`src/rtl/calc_pkg.sv`:
```
// Shared definitions for the keypad digit accumulator: FSM encoding,
// digit/value limits and the width of the multiply-accumulate result.
package calc_pkg;

  typedef enum logic [1:0] {
    EMPTY = 2'd0,
    ENTRY = 2'd1,
    HOLD  = 2'd2
  } state_t;

  // Intermediate width: 255*10+9 = 2559 needs 12 bits, so no wrap can hide an overflow.
  localparam int SUM_W = 12;

  localparam logic [3:0]       DIGIT_MAX = 4'd9;
  localparam logic [SUM_W-1:0] VALUE_MAX = 12'd255;

endpackage

```
`src/rtl/mul10_add.sv`:
```
// Combinational value*10 + digit, built from two shifts and adds.
module mul10_add
  import calc_pkg::*;
(
  input  logic [7:0]       value,
  input  logic [3:0]       digit,
  output logic [SUM_W-1:0] sum
);

  logic [SUM_W-1:0] value_ext;
  logic [SUM_W-1:0] digit_ext;

  assign value_ext = {{(SUM_W-8){1'b0}}, value};
  assign digit_ext = {{(SUM_W-4){1'b0}}, digit};

  // x*10 = x*8 + x*2
  assign sum = (value_ext << 3) + (value_ext << 1) + digit_ext;

endmodule

```
`src/rtl/digit_accum.sv`:
```
// Keypad decimal entry: accumulates up to MAX_DIGITS digits into an 8-bit
// operand, rejects bad keys and overflowing digits, commits on Enter.
module digit_accum
  import calc_pkg::*;
#(
  parameter int MAX_DIGITS = 3
) (
  input  logic       Clk,
  input  logic       Reset_n,
  input  logic [3:0] In,
  input  logic       Valid,
  input  logic       Clear,
  input  logic       Enter,
  output logic [7:0] Out,
  output logic [1:0] Count,
  output logic       Done,
  output logic       Error,
  output logic       Overflow
);

  localparam logic [1:0] MAX_CNT = 2'(MAX_DIGITS);

  state_t           state, state_nxt;
  logic [7:0]       out_nxt;
  logic [1:0]       count_nxt;
  logic             done_nxt, error_nxt, overflow_nxt;
  logic [SUM_W-1:0] sum;

  mul10_add u_mul10_add (
    .value (Out),
    .digit (In),
    .sum   (sum)
  );

  // State and output registers; every output is registered.
  always_ff @(posedge Clk or negedge Reset_n) begin
    if (!Reset_n) begin
      state    <= EMPTY;
      Out      <= '0;
      Count    <= '0;
      Done     <= 1'b0;
      Error    <= 1'b0;
      Overflow <= 1'b0;
    end else begin
      // NOTE: non-blocking so every register samples the pre-edge values.
      state    <= state_nxt;
      Out      <= out_nxt;
      Count    <= count_nxt;
      Done     <= done_nxt;
      Error    <= error_nxt;
      Overflow <= overflow_nxt;
    end
  end

  // Next-state logic with input priority Clear > Enter > Valid.
  always_comb begin
    // NOTE: defaults first so no path leaves a variable unassigned (no latches).
    state_nxt    = state;
    out_nxt      = Out;
    count_nxt    = Count;
    overflow_nxt = Overflow;
    done_nxt     = 1'b0;
    error_nxt    = 1'b0;

    if (Clear) begin
      state_nxt    = EMPTY;
      out_nxt      = '0;
      count_nxt    = '0;
      overflow_nxt = 1'b0;
    end else if (Enter) begin
      if (state == ENTRY) begin
        state_nxt = HOLD;
        done_nxt  = 1'b1;
      end
    end else if (Valid) begin
      if (In > DIGIT_MAX) begin
        error_nxt = 1'b1;
      end else if (state != ENTRY) begin
        // A new entry always starts fresh, even straight after a commit.
        state_nxt    = ENTRY;
        out_nxt      = {4'b0, In};
        count_nxt    = 2'd1;
        overflow_nxt = 1'b0;
      end else if (Count >= MAX_CNT) begin
        error_nxt = 1'b1;
      end else if (sum > VALUE_MAX) begin
        overflow_nxt = 1'b1;
        error_nxt    = 1'b1;
      end else begin
        out_nxt   = sum[7:0];
        count_nxt = Count + 2'd1;
      end
    end
  end

endmodule

```
`config.mk`:
```
export PLATFORM = sky130hd
export DESIGN_NAME = digit_accum
export DESIGN_NICKNAME = d
export VERILOG_FILES = /design/src/rtl/calc_pkg.sv /design/src/rtl/mul10_add.sv /design/src/rtl/digit_accum.sv
export SDC_FILE = /design/constraint.sdc
export NUM_CORES = 1
export LEC_CHECK = 0
export CORE_MARGIN = 1.5
export CORE_UTILIZATION = 35
export CTS_BUF_LIST = sky130_fd_sc_hd__clkbuf_4 sky130_fd_sc_hd__clkbuf_8
export DETAILED_ROUTE_END_ITERATION = 10
export HOLD_SLACK_MARGIN = 0.1
export PLACE_DENSITY = 0.68
export SETUP_SLACK_MARGIN = 0.4
export SYNTH_ARGS = -nofsm -noshare
export SYNTH_HDL_FRONTEND = slang
export SYNTH_SLANG_ARGS = --single-unit
```
`constraint.sdc`:
```
create_clock -name Clk -period 5 [get_ports Clk]
set_input_delay 0.5 -clock Clk [delete_from_list [all_inputs] [get_ports Clk]]
set_output_delay 0.5 -clock Clk [all_outputs]
set_load 0.01 [all_outputs]
```
# Word level (Yosys, flattened, before mapping)
# Index checks and enable logic that the tools add are counted.
[word_totals] ram_bits=0 input_bits=9 n_memories=0 register_bits=15 latch_bits=0 word_cells=64 output_inout_bits=13 rom_bits=0
[classes] eq_ne=8 addsub=3 bitwise=0 n_mul=0 div=0 n_shift=0 n_reduce_logical=7 n_lt_le_gt_ge=3 muxes=37
[op_table] cell="8-bit two-way mux" n=7
[op_table] cell="2-bit two-way mux" n=13
[op_table] cell="1-bit two-way mux" n=17
[op_table] cell="11-bit by 9-bit adder with 12-bit output" n=1
[op_table] cell="12-bit by 4-bit adder with 12-bit output" n=1
[op_table] cell="12-bit by 8-bit > comparator with 1-bit output (second input constant)" n=1
[op_table] cell="5-bit AND reduction" n=2
[op_table] cell="3-bit inequality test (second input constant)" n=3
[op_table] cell="3-bit nonzero test" n=3
[op_table] cell="4-bit > comparator (second input constant)" n=1
[op_table] cell="2-bit inequality test (second input constant)" n=2
[op_table] cell="4-bit AND reduction" n=1
[op_table] cell="3-bit by 2-bit inequality test with 1-bit output (second input constant)" n=1
[op_table] cell="2-bit by 1-bit adder with 2-bit output (second input constant)" n=1
[op_table] cell="2-bit by 1-bit equality test with 1-bit output (second input constant)" n=1
[op_table] cell="2-bit >= comparator (second input constant)" n=1
[op_table] cell="2-bit by 1-bit inequality test with 1-bit output (second input constant)" n=1
[op_table] cell="2-bit nonzero test" n=1

# Longest topological paths before layout
# Gate-level depths: netlist of the first run.
[depth] ltp_word=10 mapped_depth=10

# By module
# A second synthesis of the first run with hierarchy kept.
[unflattened] hier_cells=126 hier_area_um2=1261.2
[modules_own_cells] mod="digit_accum" cells_per_inst=67 n_inst=1 seq_area_each_um2=375.4 area_each_um2=778.2
[modules_own_cells] mod="mul10_add" cells_per_inst=59 n_inst=1 seq_area_each_um2=0.0 area_each_um2=483.0

# Worst setup path after synthesis of the first run
# OpenSTA, ideal clock, no wires.
[synth_path] path_kind="input port to flip-flop" startpoint="in In[3]" endpoint="reg Out[1]" slack_ps=2018 t_required_ps=4875 arrival_ps=2857 stages=9 path_buffers=0 path_cell_list="inv_1 -> fa_1 -> fa_1 -> nand2b_1 -> a21oi_2 -> a41oi_1 -> mux2_2 -> a21boi_4 -> mux2_4"
[synth_via] elab_chain_len=4
[synth_rtl] item="start, declared" line="digit_accum.sv:10" text="input logic [3:0] In,"
[synth_rtl] item="12-bit by 4-bit adder with 12-bit output" line="mul10_add.sv:17" text="assign sum = (value_ext << 3) + (value_ext << 1) + digit_ext;"
[synth_rtl] item="12-bit by 8-bit > comparator with 1-bit output" line="digit_accum.sv:86" text="end else if (sum > VALUE_MAX) begin"
[synth_rtl] item="3-bit inequality test (no line)"
[synth_rtl] item="5-bit AND reduction (no line) (*)"
[synth_rtl] item="end signal, assigned" line="digit_accum.sv:47" text="Out <= out_nxt;"
[synth_rtl] item="end, declared" line="digit_accum.sv:14" text="output logic [7:0] Out,"
# Every way passes the cells marked *; elsewhere a longest branch is shown, timed or not.
# A chain may end at the register's enable or synchronous reset.

# Final worst setup path of the first run
[layout_path] startpoint="in In[3]" endpoint="reg Out[2]"
# The elaborated chain is that of the path after synthesis.

==> summary.txt, run 1 <==
Max Clk Rate: 0.287 GHz
DR pass1 iterations: 4
Max_cap viols: 0
Pwr dens: 202 nW/µm²
HP Start: Overflow
WL/cell: 13.9 µm
Total GRT Usage: 0.158
Critical-path top delay cell: clkdlybuf4s50_1
Relative slew slack: 0.551
Postcts setup bufs: 0
Max H-tree Level: 1
Max incr delay on CP: 0.54 ns
DRC viols: 0
CP Data Required Time: 5.14 ns
Cell variety after synth: 43
Flop2flop setup slack: 1.91 ns
Fraction of registers with async set/reset: 1.00
Commonest non-fill, non-tap cells in the layout: 21 x clkdlybuf4s50_1, 17 x nand2_1, 16 x ha_1, 15 x dfrtp_1, 12 x inv_1
Path depth of the worst reg2reg path: 9
Post-synth EDFFs: 0
Pint: 230 µW
Core footprint: 3690 µm²
Clock-pin slew on the worst setup and hold paths: 0.07 ns
Design area: 1650 µm²
Final setup vio count: 0
CTS tree: built
Combinational share of power: 0.299
Crit path cell chain: clkdlybuf4s50_1 > inv_1 > fa_1 > fa_1 > nand2b_1 > a21oi_2 > a41oi_1 > mux2_2 > a21boi_4 > mux2_4
Cells after Synth: 145
Post-synthesis sequential area ratio: 0.279
Tmin final: 3.49 ns
Most used cell, CP: fa_1
Capture point of the worst path: Out[2]
Initial antenna violation count: 0
Largest fanout on the critical path: 6
Seq pwr share: 0.399
Worst-Margin Slew: 0.671 ns
Hold Crit Depth: 1
Leakage: 0.000747 µW
Area grow syn2layout: 22.9%
CP Class: in -> reg
Gp weighted congestion: 0.907
Pre-CTS WS: 1.26 ns
Total congestion overflow: 0
Vias per cell: 5.34
CP startpoint kind: primary input
CTS Buf Count: 3
Fin. Hold Viols: 0
Die Span X: 65.0 µm
Die area: 4220 µm²
Clk network pwr share: 0.302
Arrival @ worst endpoint: 3.63 ns
RSZ-0062 raised after global routing: no
Worst Setup SP: In[3]
Largest net degree at the start of global routing: 16
Syn Area/Cell: 9.28 µm²
Dpl hpwl: 2440 µm
Synth warnings: 0
Net Switching: 104 µW
Hold WC Path Type: reg -> reg
Outcome: complete, no violations
Crit path buf inv count: 2
First-iteration detailed-routing DRC count: 53
Sw frac: 0.312
Fill count: 375
Layout cells sized above 1: 0.107
Port Buffers: 21
First-pass GRT wire length: 5220 µm
Vias in the first global route: 1154
CTS Hold Bufs: 0
Die height: 65.0 µm
DRT Wirelength: 3010 µm
Post-synth top flop: dfrtp_1
Starting density of the core: 0.365
I/O Pins: 22
Crit Reg-Reg Endpoint: Out[2]
Post-cts resize count: 0
Later-pin clock latency in the skew report: 0.25 ns
VDD IR max: 0.185 mV
Setup Skew: 0.00671 ns
Max-slew violation count: 0
CP top delay family: adder cells
CTS Root Cell: clkbuf_8
R2r startpoint: Out[2]
Setup ws final: 1.51 ns
Sink Count: 15
Clk buf depth: 2
Placed instance area: 1600 µm²
Post-synth net total: 172
DRT antenna net count: 0
Standard-cell row count: 22
Via count: 1153
Synthesized area: 1350 µm²
Tcrit/Tclk final: 0.698
CP Capture Type: flop
Setup TNS: 0 ns
Hold slack: 0.499 ns
Commonest non-fill, non-tap cell in the layout: clkdlybuf4s50_1
Final #Nets: 196
Synth Register Bits: 15
Antenna diodes: 0
Cell depth of the worst setup path: 10
==> layer usage <==
| metal | global-route usage | part of all wire |
|---|---|---|
| met5 | 0 | 0 |
| met3 | 0.0313 | 0.048 |
| met4 | 0.0213 | 0 |
| met2 | 0.284 | 0.51 |
| met1 | 0.199 | 0.44 |
==> metrics by stage <==
| stage | utilization | power (µW) | instances |
|---|---|---|---|
| after floorplan | - | 200 | 145 |
| after global placement | 0.435 | 233 | 212 |
| after detailed placement | 0.435 | 236 | 212 |
| after CTS | 0.448 | 338 | 216 |
| after global routing | 0.448 | 357 | 216 |
| final | 0.448 | 334 | 216 |
==> cell usage after synthesis (all sizes together), types with 3 or more instances <==
cell type  instances  area share
ha                16        0.15
nor2              10       0.028
inv               12       0.033
a211oi             3       0.017
nand2b             4       0.019
a21oi             12       0.050
mux2               4       0.042
o21ai              5       0.019
nand3              4       0.015
or2b               3       0.018
mux2i              5       0.037
dfrtp             15        0.28
nand2             19       0.057
==> cell type report <==
class                      instances  area, µm²  share of cell area
multi-input combinational        116        913               0.553
sequential                        15        375               0.227
timing repair buffer              21        210               0.127
tap                               48       60.1              0.0363
inverter                          12       45.0              0.0273
clock buffer                       3       41.3              0.0250
clock inverter                     1       7.51             0.00454
==> flip-flops by register name (all words and copies together) (netlist names) <==
| register | count |
|---|---|
| Out | 8 |
| Done | 1 |
| Overflow | 1 |
| state | 2 |
| Error | 1 |
| Count | 2 |
==> logic make-up after synthesis <==
group	share of synthesized area
simple gates	0.234
compound gates	0.174
fa+ha+maj	0.179
flops	0.279
buf+inv	0.0419
mux	0.0791
xor+xnor	0.0130
==> worst reg2reg max path, delay by kind of cell (launching register included) <==
family                   cells  cell delay (ns)
adder cells (fa/ha/maj)      2             0.96
flip-flops                   1             0.43
multiplexers                 2             0.69
AND/OR/NAND/NOR              1             0.22
buffers and inverters        1             0.08
AO/OA/AOI/OAI                3             0.60
==> power groups by stage <==
stage	combinational, µW	sequential [µW]	clock [µW]
after floorplan	64.3	136	0
after global placement	97.4	136	0
after detailed placement	100	136	0
after CTS	101	134	103
after global routing	112	134	111
final	100	134	101
==> worst min-delay path by stage <==
| stage | end |
|---|---|
| 6_report | Overflow |
| 5_1_grt | Overflow |
| 4_1_cts | Overflow |
| 3_5_place_dp | Overflow |
| 3_3_place_gp | Overflow |
| 2_1_floorplan | Count[0] |
Power figures use the tool's default switching activity.
==> run 2, diff against run 1 <==
--- a/config.mk
+++ b/config.mk
@@ -10,7 +10,7 @@
 export CTS_BUF_LIST = sky130_fd_sc_hd__clkbuf_4 sky130_fd_sc_hd__clkbuf_8
 export DETAILED_ROUTE_END_ITERATION = 10
 export HOLD_SLACK_MARGIN = 0.1
-export PLACE_DENSITY = 0.68
+export PLACE_DENSITY = 0.7
 export SETUP_SLACK_MARGIN = 0.4
 export SYNTH_ARGS = -nofsm -noshare
 export SYNTH_HDL_FRONTEND = slang
==> constraint.sdc (replaced) <==
create_clock -name Clk -period 3 [get_ports Clk]
set_input_delay 0.3 -clock Clk [delete_from_list [all_inputs] [get_ports Clk]]
set_output_delay 0.3 -clock Clk [all_outputs]
set_load 0.01 [all_outputs]
==> run 2 against run 1 <==
  * Global-route usage is 2.8 points higher
  * Clock power is 69% higher
  * Sequential share of layout area is 2.7 points lower
  * Clock-buffer cell count stayed put
  * Core utilization is 6.0 points higher
  * Largest power group unchanged
  * Via count is 7.1% higher
  * Die area stayed put
  * Critical endpoint is now Out[1]
  * Sequential power is 64% higher
==> summary.txt, run 2 (synthesis results as in run 1) <==
Outcome: complete, no violations
Max Clk Rate: 0.359 GHz
Largest fanout on the critical path: 4 (-2)
Relative slew slack: 0.484 (-0.0675)
Die height: 65.0 µm (unchanged)
Total GRT Usage: 0.186 (+0.0280)
Final setup vio count: 0 (unchanged)
Max H-tree Level: 1 (unchanged)
Path depth of the worst reg2reg path: 9 (unchanged)
Fill count: 381 (+1.6%)
I/O Pins: 22 (unchanged)
Pwr dens: 325 nW/µm² (+61%)
Die Span X: 65.0 µm (unchanged)
Combinational share of power: 0.358 (+0.059)
Dpl hpwl: 2710 µm (+11%)
DRT Wirelength: 3510 µm (+17%)
Hold Crit Depth: 1 (unchanged)
Max_cap viols: 0 (unchanged)
Worst-Margin Slew: 0.772 ns (+0.101 ns)
Clk buf depth: 2 (unchanged)
Commonest non-fill, non-tap cells in the layout: 19 x clkdlybuf4s50_1, 17 x nand2_1, 16 x buf_4, 15 x dfrtp_1, 14 x ha_1
Layout cells sized above 1: 0.277 (+0.170)
DRT antenna net count: 0 (unchanged)
Design area: 1880 µm² (+13%)
Crit path cell chain: inv_2 > fa_2 > fa_2 > nand2b_4 > a21oi_4 > a41oi_2 > mux2_4 > a21boi_4 > mux2_4
Clock-pin slew on the worst setup and hold paths: 0.07 ns (about the same)
Pint: 411 µW (+78%)
Commonest non-fill, non-tap cell in the layout: clkdlybuf4s50_1
Post-layout util: 0.508 (+0.0604)
Antenna diodes: 0 (unchanged)
Fin. Hold Viols: 0 (unchanged)
Arrival @ worst endpoint: 2.93 ns (-0.70 ns)
WL/cell: 15.1 µm (+8.8%)
First-pass GRT wire length: 6060 µm (+16%)
Sink Count: 15 (unchanged)
Core footprint: 3690 µm² (unchanged)
CP top delay family: adder cells
CP Data Required Time: 3.14 ns (-2.00 ns)
CTS Root Cell: clkbuf_8
Sw frac: 0.327 (+0.0153)
Setup Skew: 0.00491 ns (-0.00180 ns)
Via count: 1235 (+7.1%)
Die area: 4220 µm² (unchanged)
Tmin final: 2.78 ns
Net Switching: 199 µW (+91%)
Largest net degree at the start of global routing: 16 (unchanged)
Critical-path top delay cell: fa_2
Later-pin clock latency in the skew report: 0.25 ns (about the same)
Placed instance area: 1730 µm² (+7.9%)
First-iteration detailed-routing DRC count: 64 (+21%)
CTS Buf Count: 3 (unchanged)
Max incr delay on CP: 0.44 ns (-0.10 ns)
VDD IR max: 0.185 mV (-0.24%)
Area grow syn2layout: 39.4%
DRC viols: 0 (unchanged)
Vias per cell: 5.32 (-0.28%)
Vias in the first global route: 1357 (+18%)
DR pass1 iterations: 4 (unchanged)
Cell depth of the worst setup path: 9 (-1)
Starting density of the core: 0.365 (unchanged)
CP Capture Type: flop
Max FFs per register: 8 (unchanged)
Standard-cell row count: 22 (unchanged)
Gp weighted congestion: 0.847 (-6.6%)
Clk network pwr share: 0.281 (-0.021)
Top flop regs: Out x8, Count x2, state x2
Hold WC Path Type: reg -> reg
CP startpoint kind: flop
Total congestion overflow: 0 (unchanged)
Initial antenna violation count: 0 (unchanged)
CTS Hold Bufs: 0 (unchanged)
Final #Nets: 212 (+8.2%)
Tcrit/Tclk final: 0.927
Seq pwr share: 0.361 (-0.038)
Hold slack: 0.494 ns (-0.00444 ns)
Max-slew violation count: 0 (unchanged)
Crit path buf inv count: 1 (-1)
CTS tree: built
Top reg by flops: Out
Port Buffers: 21 (unchanged)
RSZ-0062 raised after global routing: yes
CP Class: reg -> reg
Leakage: 0.000847 µW (+13%)
## run 2: cell type report
cell class	count	area, µm²	area share
multi-input cells	116	1020	0.544
flip-flops and latches	15	375	0.200
repair buffers	37	328	0.175
well taps	48	60.1	0.0320
inverters	12	45.0	0.0240
clock buffers	3	41.3	0.0220
clock inverters	1	5.00	0.00267
## run 2: final timing paths
check	from	endpoint	slack (ns)
min in group asynchronous	Reset_n	Out[1]	0.50
worst min register to register	Overflow	Overflow	0.49
worst min-delay path	Overflow	Overflow	0.49
max in group asynchronous	Reset_n	Out[4]	2.02
worst max-delay path	Out[0]	Out[1]	0.22
worst max register to register	Out[0]	Out[1]	0.22
## run 2: routing by layer
metal	part of all wire	track usage	vias to the layer above
met2	0.50	0.332	28
li1	-	-	600
met1	0.45	0.228	600
met4	0.018	0.0691	0
met5	0	0	-
met3	0.032	0.0191	7
## run 2: power groups by stage
stage / combinational, µW / sequential, µW / clock, µW
3_5_place_dp: 193 / 224 / 0
5_1_grt: 239 / 221 / 186
4_1_cts: 213 / 220 / 176
6_report: 219 / 220 / 171
2_1_floorplan: 113 / 226 / 0
3_3_place_gp: 188 / 223 / 0
## run 2: timing repair
action / CTS / global route
pin swaps: 13 / 2
setup buffers: 3 / 0
setup endpoints to repair: 12 / 12
resized for setup: 16 / 4
## run 2: stage by stage
stage	power, µW	std cells	TNS (ns)	setup WS [ns]
3_3_place_gp	411	225	-1.89	-0.226
3_5_place_dp	417	225	-2.43	-0.261
6_report	610	232	0	0.218
5_1_grt	646	232	0	0.118
4_1_cts	608	232	0	0.196
2_1_floorplan	339	145	0	0.214
==> run 3, diff against run 2 <==
--- a/config.mk
+++ b/config.mk
@@ -5,6 +5,7 @@
 export SDC_FILE = /design/constraint.sdc
 export NUM_CORES = 1
 export LEC_CHECK = 0
+export ABC_CLOCK_PERIOD_IN_PS = 3000
 export CORE_MARGIN = 1.5
 export CORE_UTILIZATION = 35
 export CTS_BUF_LIST = sky130_fd_sc_hd__clkbuf_4 sky130_fd_sc_hd__clkbuf_8
==> results of run 3 <==
Same layout as run 2: the final DEF is identical, and so are final timing and power.
